==> src/rtl/ttt_pkg.sv <==
// Shared board constants, cell codes and the frame arbiter state encoding.
package ttt_pkg;

  localparam int unsigned NCELLS = 9;
  localparam int unsigned AW     = 4;
  localparam int unsigned CW     = 2;
  localparam int unsigned GW     = 10;

  localparam logic [CW-1:0] CELL_EMPTY = 2'b00;
  localparam logic [CW-1:0] CELL_P1    = 2'b01;
  localparam logic [CW-1:0] CELL_P2    = 2'b10;

  typedef enum logic [1:0] {
    IDLE,
    COPY,
    CLEAR
  } arb_state_t;

endpackage

==> src/rtl/board_regfile.sv <==
// NCELLS x CW cell store: one write/clear port, one asynchronous read port.
// Out-of-range addresses write nothing and read as empty.
module board_regfile
  import ttt_pkg::*;
#(
  parameter int unsigned NCells = NCELLS,
  parameter int unsigned Cw     = CW,
  parameter int unsigned Aw     = AW
) (
  input  logic          clk_i,
  input  logic          rst_i,
  input  logic          we_i,
  input  logic          clr_i,
  input  logic [Aw-1:0] waddr_i,
  input  logic [Cw-1:0] wdata_i,
  input  logic [Aw-1:0] raddr_i,
  output logic [Cw-1:0] rdata_o
);

  logic [Cw-1:0] mem_q [NCells];

  always_ff @(posedge clk_i or posedge rst_i) begin
    if (rst_i) begin
      for (int i = 0; i < int'(NCells); i++) begin
        mem_q[i] <= '0;
      end
    end else begin
      for (int i = 0; i < int'(NCells); i++) begin
        // Clear takes precedence over a data write to the same cell.
        if ((we_i || clr_i) && (waddr_i == Aw'(i))) begin
          mem_q[i] <= clr_i ? '0 : wdata_i;
        end
      end
    end
  end

  always_comb begin
    rdata_o = '0;
    for (int i = 0; i < int'(NCells); i++) begin
      if (raddr_i == Aw'(i)) begin
        rdata_o = mem_q[i];
      end
    end
  end

endmodule

==> src/rtl/board_frame_arbiter.sv <==
// Live/display double-buffered board: game writes live, VGA reads display,
// live is copied to display one cell per clock after each frame-end pulse.
module board_frame_arbiter
  import ttt_pkg::*;
(
  input  logic          clk_i,
  input  logic          rst_i,
  input  logic          wr_req_i,
  input  logic [AW-1:0] wr_addr_i,
  input  logic [CW-1:0] wr_data_i,
  output logic          wr_ack_o,
  input  logic          clr_req_i,
  input  logic [GW-1:0] gameover_i,
  input  logic          save_i,
  input  logic [AW-1:0] saddr_i,
  output logic [CW-1:0] sprite_o,
  output logic [GW-1:0] gameover_o,
  output logic          busy_o
);

  localparam logic [AW-1:0] LastIdx = AW'(NCELLS - 1);

  arb_state_t    state_q;
  logic [AW-1:0] idx_q;
  logic          save_pend_q;
  logic [CW-1:0] sprite_q;
  logic [GW-1:0] gameover_q;

  logic          live_we, live_clr, disp_we, disp_clr;
  logic [AW-1:0] live_waddr;
  logic [CW-1:0] live_rdata, disp_rdata;

  // Ack is combinational so a held request is accepted in the same cycle the
  // write happens, and never twice for one request.
  assign wr_ack_o = (state_q == IDLE) && wr_req_i && !clr_req_i && !save_i && !save_pend_q;

  assign live_we    = wr_ack_o;
  assign live_clr   = (state_q == CLEAR);
  assign live_waddr = live_clr ? idx_q : wr_addr_i;
  assign disp_we    = (state_q == COPY) && !clr_req_i;
  assign disp_clr   = (state_q == CLEAR);

  board_regfile #(
    .NCells(NCELLS),
    .Cw    (CW),
    .Aw    (AW)
  ) u_live (
    .clk_i  (clk_i),
    .rst_i  (rst_i),
    .we_i   (live_we),
    .clr_i  (live_clr),
    .waddr_i(live_waddr),
    .wdata_i(wr_data_i),
    .raddr_i(idx_q),
    .rdata_o(live_rdata)
  );

  board_regfile #(
    .NCells(NCELLS),
    .Cw    (CW),
    .Aw    (AW)
  ) u_disp (
    .clk_i  (clk_i),
    .rst_i  (rst_i),
    .we_i   (disp_we),
    .clr_i  (disp_clr),
    .waddr_i(idx_q),
    .wdata_i(live_rdata),
    .raddr_i(saddr_i),
    .rdata_o(disp_rdata)
  );

  always_ff @(posedge clk_i or posedge rst_i) begin
    if (rst_i) begin
      state_q     <= IDLE;
      idx_q       <= '0;
      save_pend_q <= 1'b0;
      sprite_q    <= '0;
      gameover_q  <= '0;
    end else begin
      sprite_q <= disp_rdata;
      unique case (state_q)
        IDLE: begin
          if (clr_req_i) begin
            state_q <= CLEAR;
            idx_q   <= '0;
            if (save_i) save_pend_q <= 1'b1;
          end else if (save_i || save_pend_q) begin
            state_q     <= COPY;
            idx_q       <= '0;
            save_pend_q <= 1'b0;
          end
        end
        COPY: begin
          if (save_i) save_pend_q <= 1'b1;
          if (clr_req_i) begin
            state_q <= CLEAR;
            idx_q   <= '0;
          end else if (idx_q == LastIdx) begin
            gameover_q <= gameover_i;
            state_q    <= IDLE;
            idx_q      <= '0;
          end else begin
            idx_q <= idx_q + AW'(1);
          end
        end
        CLEAR: begin
          if (save_i) save_pend_q <= 1'b1;
          if (idx_q == LastIdx) begin
            gameover_q <= '0;
            state_q    <= IDLE;
            idx_q      <= '0;
          end else begin
            idx_q <= idx_q + AW'(1);
          end
        end
        default: begin
          state_q <= IDLE;
          idx_q   <= '0;
        end
      endcase
    end
  end

  assign sprite_o   = sprite_q;
  assign gameover_o = gameover_q;
  assign busy_o     = (state_q != IDLE);

endmodule

==> config.mk <==
export PLATFORM = sky130hd
export DESIGN_NAME = board_frame_arbiter
export DESIGN_NICKNAME = d
export VERILOG_FILES = /design/src/rtl/ttt_pkg.sv /design/src/rtl/board_regfile.sv /design/src/rtl/board_frame_arbiter.sv
export SDC_FILE = /design/constraint.sdc
export NUM_CORES = 1
export LEC_CHECK = 0
export CORE_ASPECT_RATIO = 0.75
export CORE_MARGIN = 2
export CORE_UTILIZATION = 50
export DETAILED_ROUTE_END_ITERATION = 7
export HOLD_SLACK_MARGIN = 0.15
export PLACE_DENSITY = 0.84
export SLEW_MARGIN = 0
export SYNTH_ARGS = -nofsm -noshare
export SYNTH_HDL_FRONTEND = slang
export SYNTH_SLANG_ARGS = --single-unit
==> constraint.sdc <==
create_clock -name clk_i -period 4.2 [get_ports clk_i]
set_clock_uncertainty 0.15 [all_clocks]
set_input_delay 1.05 -clock clk_i [delete_from_list [all_inputs] [get_ports clk_i]]
set_output_delay 1.05 -clock clk_i [all_outputs]
set_load 0.02 [all_outputs]
==> run metrics, run 1 <==
Cells after Synth approximately 330; hold buffer count at CTS 0; Primary FF master, synth dfrtp_1; RSZ-0062 raised after global routing false; grt ovf 0; antenna violations before repair 0; GRT Overall Usage between 20% and 30%; WL met2 ~3200 microns; Fillers between 400 and 500; DP HPWL 5160 microns; VDD IR-drop max between 0.2 and 0.25 mV; dominant cell type by area after synthesis dfrtp_1; Starting Density between 50% and 60%; worst skew pair latency between 0.3 and 0.4 ns; TNS Setup 0 ns; Boundary Pins 39; Post-CTS Resized 0; Tcrit/Tclk final approximately 94%; area share of the largest cell type after synthesis 45.5%; area used by multi-input combinational logic about 1500 sq um; htree depth 2; number of synthesized flops with an enable pin 0; Net Sw Frac a little under two fifths; register area share after synthesis 45.5%; largest net degree at the start of global routing 40; core area between 5000 and 6000 sq um; Area growth, synth to finish 17.7%; Routed WL 7020 microns; top-count cell post-synth dfrtp_1; antenna-violating nets left 0; clk buf depth 2; Int Pwr between 0.9 and 1 mW; num rows 24; Power Density about 420 nW/um^2; final core occ 61.1%; Clk pwr share between 15 and 20%; Relative slew margins between 20% and 30%; via density per instance between 6 and 7; Reg power frac 43.7%; total CTS buffers 5; PortBufs 38; final hold violations 0; endpoints failing setup 0; Clock Pin Slew Worst Setup and Hold Paths about 0.10 ns; combinational share of power a little under two fifths; top layer in use met4; Avg Inst Size Synth roughly 9.3 sq um; CP required ~3 ns; GPL Wtd Cong roughly 0.83; hold slack between 0.3 and 0.4 ns; layout cells sized above 1 around 6.4%; Met3 Wirelength 388 microns; max_cap viols 0; fin. max-slew vios 0; Worst setup EP type primary output; Worst Max-Slew Pin Slew approximately 1.2 ns; startpoint types input pin; initial drt markers 224; Cell Area, Synth between 3000 and 4000 sq um; WL met1 approximately 3400 microns; Total Die Area ~6700 sq um; synth cell count leaders dfrtp_1, o21ai_0, nand2_1, inv_1, nand2b_1; Pre-Repair DR Iteration Count 4; Sw Pwr about 0.58 mW; vias in the first global route between 2000 and 3000; Tmin final just under 4 ns; DRC 0; type of the most critical hold path flop to flop; WS Path Type input pin to primary output; setup bufs post-CTS 0; Max FO, Critical Path 8; Synth Register Bits between 50 and 60; Warnings, synthesis 0; NumNets Final approximately 390; CTS tree yes; LEAKAGE around 1.5 nW; fraction of registers with async set/reset 100%; DIE HEIGHT around 71 microns; register area ~1400 sq um; Root Driver clkbuf_8; DIE WIDTH ~94 microns; routed len/inst between 15 and 20 microns; routed via count 2626; CTS sink cnt 55; global-route wire length before repair 12100 microns; n_diodes 0; Synth area leaders dfrtp_1, o21ai_0, nand2_1; syn_nets about 360; highest clock rate 254 MHz; outcome finished clean; count of cell types in the netlist 49; WP data arrival between 2 and 3 ns
-- metal layers --
layer / up-vias / track usage [%]
met4: 0 / 5.64
met5: - / 0
li1: 1267 / -
met2: 72 / 35.6
met1: 1283 / 32.4
met3: 4 / 3.68
-- final timing paths --
kind | startpoint | end | slack [ns] | cells past startpoint
setup / recovery | clr_req_i | wr_ack_o | 0.27 | 5
hold / removal | gameover_o[0] | gameover_o[0] | 0.34 | 2
setup reg to reg | state_q[0] | gameover_o[2] | 1.36 | 5
hold reg to reg | gameover_o[0] | gameover_o[0] | 0.34 | 2
max in group asynchronous | rst_i | u_live.mem_q[9] | 2.38 | 3
min in group asynchronous | rst_i | sprite_o[1] | 0.91 | 2
-- registers in the layout, summed over array words and instances (netlist names) --
| register | cells |
|---|---|
| sprite_o | 2 |
| u_disp.mem_q | 18 |
| state_q | 2 |
| save_pend_q | 1 |
| idx_q | 4 |
| gameover_o | 10 |
| u_live.mem_q | 18 |
-- logic make-up after synthesis --
family                     synth area share, %
muxes                                     4.30
and+or+nand+nor                           21.4
DFF                                       45.5
buffers and inverters                     4.13
AOI/OAI and AO/OA                         21.4
adders and majority gates                 3.31
-- metrics by stage --
| stage | setup slack (ns) | instances | area (sq um) | power (mW) |
|---|---|---|---|---|
| 3_3_place_gp | 0.292 | 429 | 3470 | 1.19 |
| 5_1_grt | 0.197 | 437 | 3560 | 1.61 |
| 3_5_place_dp | 0.280 | 429 | 3470 | 1.22 |
| 4_1_cts | 0.267 | 437 | 3560 | 1.51 |
| 6_report | 0.266 | 437 | 3560 | 1.51 |
| 2_1_floorplan | 0.863 | 325 | 3030 | 1.05 |
-- power groups by stage --
stage / Combinational (mW) / Clock [mW] / Sequential (mW)
final: 0.554 / 0.296 / 0.661
after global routing: 0.617 / 0.326 / 0.670
after CTS: 0.552 / 0.302 / 0.660
after detailed placement: 0.549 / 0 / 0.670
after global placement: 0.526 / 0 / 0.666
after floorplan: 0.397 / 0 / 0.653
-- critical path, stage by stage --
cell and delay, ns:
clkdlybuf4s50_1 0.43, nor4b_1 0.31, buf_4 0.21, and2_1 0.13
clkdlybuf4s50_1 0.60
-- layout make-up --
| class | count | share of cell area (%) |
|---|---|---|
| tap | 78 | 2.74 |
| inverter | 17 | 1.79 |
| clock buffer | 5 | 1.93 |
| multi-input combinational | 237 | 42.8 |
| clock inverter | 3 | 0.527 |
| timing repair buffer | 42 | 11.5 |
| sequential | 55 | 38.7 |
-- layout by cell type (no fill, tap or decap), types with 3 or more instances in the layout --
| cell type | n |
|---|---|
| buf_4 | 4 |
| nand3b_1 | 7 |
| clkdlybuf4s50_1 | 38 |
| nor2_1 | 3 |
| clkbuf_8 | 5 |
| inv_1 | 16 |
| dfrtp_1 | 55 |
| a21oi_1 | 6 |
| a32oi_1 | 4 |
| nand2b_1 | 16 |
| a22o_1 | 3 |
| mux2i_1 | 4 |
| nor2b_1 | 7 |
| mux2_2 | 4 |
| o221ai_1 | 6 |
| nand2_1 | 45 |
| a21o_1 | 3 |
| ha_1 | 8 |
| nand4_1 | 8 |
| o21ai_0 | 51 |
| nor4_1 | 6 |
| o211ai_1 | 6 |
| o21bai_1 | 3 |
| nand3_1 | 9 |
(Power assumes the default switching activity.)
==> run 2: changes to the inputs <==
--- a/config.mk
+++ b/config.mk
@@ -6,7 +6,6 @@
 export NUM_CORES = 1
 export LEC_CHECK = 0
 export CORE_ASPECT_RATIO = 0.75
-export CORE_MARGIN = 2
 export CORE_UTILIZATION = 50
 export DETAILED_ROUTE_END_ITERATION = 7
 export HOLD_SLACK_MARGIN = 0.15
==> run metrics, run 2 (synthesized netlist as in run 1, its figures left out) <==
GRT Overall Usage between 20% and 30%; routed via count around 2600; highest clock rate between 200 and 300 MHz; Reg2Reg Setup Slack 1.38 ns; Area growth, synth to finish 17.8%; DRC 0; largest net degree at the start of global routing 40; Pre-Repair DR Iteration Count 4; Cells after DPL 430; PortBufs 38; Post-CTS Resized 0; Max FO, Critical Path 3; outcome finished clean; final instance area between 3000 and 4000 sq um; commonest non-fill, non-tap cell in the layout dfrtp_1; htree depth 2; initial drt markers ~140; global-route wire length before repair approximately 12000 microns; RSZ-0062 raised after global routing false; max_cap viols 0; startpoint types input pin; layout cells sized above 1 roughly 6.4%; CP required 3.00 ns; fin. max-slew vios 0; TNS Setup 0 ns; endpoints failing setup 0; WP data arrival 2.76 ns; via density per instance between 5 and 6; final hold violations 0; CP startpoint save_i; hold buffer count at CTS 0; total CTS buffers 5; GPL Wtd Cong 0.829; vias in the first global route about 2500; routed len/inst between 15 and 20 microns; NumNets Final approximately 390; Tmin final around 4 ns; Tcrit/Tclk final 94.2%; Power Density 423 nW/um^2; VDD IR-drop max roughly 0.24 mV; num rows 24; Clock Pin Slew Worst Setup and Hold Paths about 0.1 ns; antenna violations before repair 0; worst skew pair latency 0.31 ns; antenna-violating nets left 0; DIE WIDTH between 90 and 100 microns; reg2reg start state_q[0]; DIE HEIGHT about 69 microns; type of the most critical hold path flop to flop; Worst Max-Slew Pin Slew ~1.2 ns; min-delay src gameover_o[2]; LEAKAGE 1.52 nW; post-placement cell area between 3000 and 4000 sq um; commonest cells after routing, fill and taps aside dfrtp_1, o21ai_0, nand2_1, clkdlybuf4s50_1; CTS tree yes; Worst setup EP type primary output; n_diodes 0; core area between 5000 and 6000 sq um; Routed WL 6960 microns; WS Path Type input pin to primary output; Root Driver clkbuf_8; clk buf depth 2; Starting Density 52.0%; Relative slew margins between 20% and 30%; CTS sink cnt 55; Fillers slightly above 500; DP HPWL approximately 5200 microns; setup bufs post-CTS 0; Boundary Pins 39; final std cells w/o fill roughly 440; Total Die Area around 6400 sq um; grt ovf 0
[run 2: cell types whose count changed in the layout (fill, tap and decap cells not counted), sizes merged]
| cell | before | now |
|---|---|---|
| clkinv | 2 | 1 |
| clkinvlp | 0 | 1 |
| inv | 18 | 17 |
| clkbuf | 5 | 6 |
| buf | 4 | 5 |
[run 2: critical path: stages]
cell	delay, ns
clkdlybuf4s50_1	0.44
nor4b_1	0.37
buf_4	0.18
and2_1	0.12
clkdlybuf4s50_1	0.60
[run 2: power breakdown]
part	switching, mW	leakage [nW]	total [mW]	internal, mW
clock	0.173	0.0412	0.290	0.117
sequential	0.0573	0.726	0.660	0.602
combinational	0.341	0.753	0.559	0.218
[run 2: layout make-up]
class                           instances  area, sq um  area share, %
Multi-Input combinational cell        237         1530           42.8
Sequential cell                        55         1380           38.6
Inverter                               17         63.8           1.79
Tap cell                               78         97.6           2.74
Clock inverter                          2         12.5          0.351
Timing Repair Buffer                   43          418           11.7
Clock buffer                            6         72.6           2.04
[run 2: routing by layer]
| metal | track usage (%) | part of all wire (%) | up-vias | routed length [microns] |
|---|---|---|---|---|
| met5 | 0 | 0 | - | 0 |
| met4 | 5.90 | 0.63 | 0 | 44 |
| met3 | 4.17 | 6.2 | 5 | 433 |
| met2 | 36.8 | 46 | 94 | 3200 |
| met1 | 34.5 | 47 | 1240 | 3280 |
| li1 | - | - | 1264 | - |
[run 2: worst paths after layout]
kind / end / cells after the start
max in group asynchronous: u_live.mem_q[6] / 3
setup reg to reg: gameover_o[4] / 5
hold / removal: gameover_o[2] / 2
min in group asynchronous: gameover_o[9] / 2
setup / recovery: wr_ack_o / 5
hold reg to reg: gameover_o[2] / 2
[run 2: stage by stage]
stage | total power [mW] | setup slack, ns | hold slack (ns) | util (%)
CTS | 1.51 | 0.235 | 0.343 | 61.2
finish | 1.51 | 0.243 | 0.338 | 61.2
detailed placement | 1.22 | 0.265 | 0.321 | 59.8
global route | 1.61 | 0.148 | 0.359 | 61.2
global placement | 1.19 | 0.169 | 0.313 | 59.8
floorplan | 1.05 | 0.863 | 0.294 | -
==> run 3: changes to the inputs <==
--- a/config.mk
+++ b/config.mk
@@ -10,7 +10,7 @@
 export DETAILED_ROUTE_END_ITERATION = 7
 export HOLD_SLACK_MARGIN = 0.15
 export PLACE_DENSITY = 0.84
-export SLEW_MARGIN = 0
+export SLEW_MARGIN = 10
 export SYNTH_ARGS = -nofsm -noshare
 export SYNTH_HDL_FRONTEND = slang
 export SYNTH_SLANG_ARGS = --single-unit
==> run metrics, run 3 (synthesized netlist as in run 1, its figures left out) <==
outcome finished clean; PortBufs 38; DIE WIDTH roughly 92 microns; Final Power ~1.5 mW; min-delay src gameover_o[2]; grt ovf 0; NumNets Final between 300 and 400; Routed WL about 7000 microns; core area ~6000 sq um; r2r endpoint u_live.mem_q[5]; setup bufs post-CTS 0; htree depth 2; DRC 0; layout cells sized above 1 approximately 6.6%; via density per instance 5.97; antenna-violating nets left 0; n_diodes 0; final core occ between 60% and 70%; most numerous cell on the critical path clkdlybuf4s50_1; RSZ-0062 raised after global routing false; routed via count ~2600; GPL Wtd Cong slightly above 0.8; clk buf depth 2; Fillers between 500 and 600; fin. max-slew vios 0; WS Path Type input pin to primary output; Max FO, Critical Path 3; worst path cell trace clkdlybuf4s50_1 -> nor4b_1 -> buf_4 -> and2_1 -> clkdlybuf4s50_1; Starting Density between 50% and 60%; Slowest-stage cell, CP clkdlybuf4s50_1; cell family with most CP delay buffers and inverters; Clock Pin Slew Worst Setup and Hold Paths approximately 0.10 ns; worst stage delay on the critical path approximately 0.6 ns; GRT Overall Usage between 20% and 30%; highest clock rate between 200 and 300 MHz; VDD IR-drop max approximately 0.24 mV; Tmin final just under 4 ns; hold buffer count at CTS 0; CTS tree yes; Reg2Reg Depth 6; Cells after DPL between 400 and 500; largest net degree at the start of global routing 40; type of the most critical hold path flop to flop; DP HPWL between 5000 and 6000 microns; Total Die Area 6370 sq um; Worst setup EP type primary output; Boundary Pins 39; Pre-Repair DR Iteration Count 5; Area growth, synth to finish 18.1%; WP data arrival roughly 2.8 ns; vias in the first global route ~2500; Tcrit/Tclk final 94.3%; commonest non-fill, non-tap cell in the layout dfrtp_1; LEAKAGE between 1.5 and 2 nW; CTS sink cnt 55; reg2reg start state_q[0]; CP bufs+invs 3; TNS Setup 0 ns; initial drt markers 150; final std cells w/o fill 439; max_cap viols 0; worst skew pair latency between 0.3 and 0.4 ns; CP required roughly 3.0 ns; Post-CTS Resized 0; DIE HEIGHT 69.4 microns; endpoints failing setup 0; startpoint types input pin; Relative slew margins 23.4%; hold slack 0.337 ns; num rows 24; Root Driver clkbuf_8; final hold violations 0; Hold EP gameover_o[2]; routed len/inst between 15 and 20 microns; Hold Crit Depth 2; antenna violations before repair 0; Reg2Reg Setup Slack about 1.4 ns; total CTS buffers 5; global-route wire length before repair 11900 microns; Worst Max-Slew Pin Slew around 1.1 ns; commonest cells after routing, fill and taps aside dfrtp_1, o21ai_0, nand2_1, clkdlybuf4s50_1; Power Density around 420 nW/um^2
-- run 3: cell types whose count changed in the layout (fill, tap and decap cells not counted) --
cell	change
buf_4	+1
-- run 3: power breakdown --
part / internal (mW) / switching (mW) / leakage, nW
registers: 0.602 / 0.0571 / 0.726
clock network: 0.117 / 0.172 / 0.0412
logic: 0.218 / 0.340 / 0.757
-- run 3: worst reg2reg max path, delay by kind of cell (launching register included) --
kind	cells	cell delay, ns
AO/OA/AOI/OAI	3	0.88
adder cells (fa/ha/maj)	1	0.93
flip-flops	1	0.43
AND/OR/NAND/NOR	1	0.20
buffers and inverters	1	0.09
-- run 3: cell type report --
cell class,instances,area [sq um],share of cell area [%]
Clock buffer,6,72.6,2.03
Clock inverter,2,12.5,0.350
Inverter,17,63.8,1.79
Multi-Input combinational cell,237,1530,42.7
Sequential cell,55,1380,38.5
Tap cell,78,97.6,2.73
Timing Repair Buffer,44,425,11.9
-- run 3: how the worst max path moves through the flow --
stage / to / from / cells past startpoint
after global placement: wr_ack_o / save_i / 5
after detailed placement: wr_ack_o / save_i / 5
after global routing: wr_ack_o / save_i / 5
after CTS: wr_ack_o / save_i / 5
final: wr_ack_o / save_i / 5
after floorplan: wr_ack_o / clr_req_i / 2
-- run 3: through the flow --
stage | setup WS [ns] | area, sq um
after detailed placement | 0.265 | 3480
after CTS | 0.235 | 3570
after global routing | 0.148 | 3570
after floorplan | 0.863 | 3030
after global placement | 0.169 | 3480
final | 0.239 | 3570
-- run 3: metal layers --
metal	GRT usage [%]	routed length [microns]	vias to the layer above
met2	36.8	3230	109
met3	4.17	480	5
met1	34.5	3220	1244
met4	5.90	44	0
met5	0	0	-
li1	-	-	1261
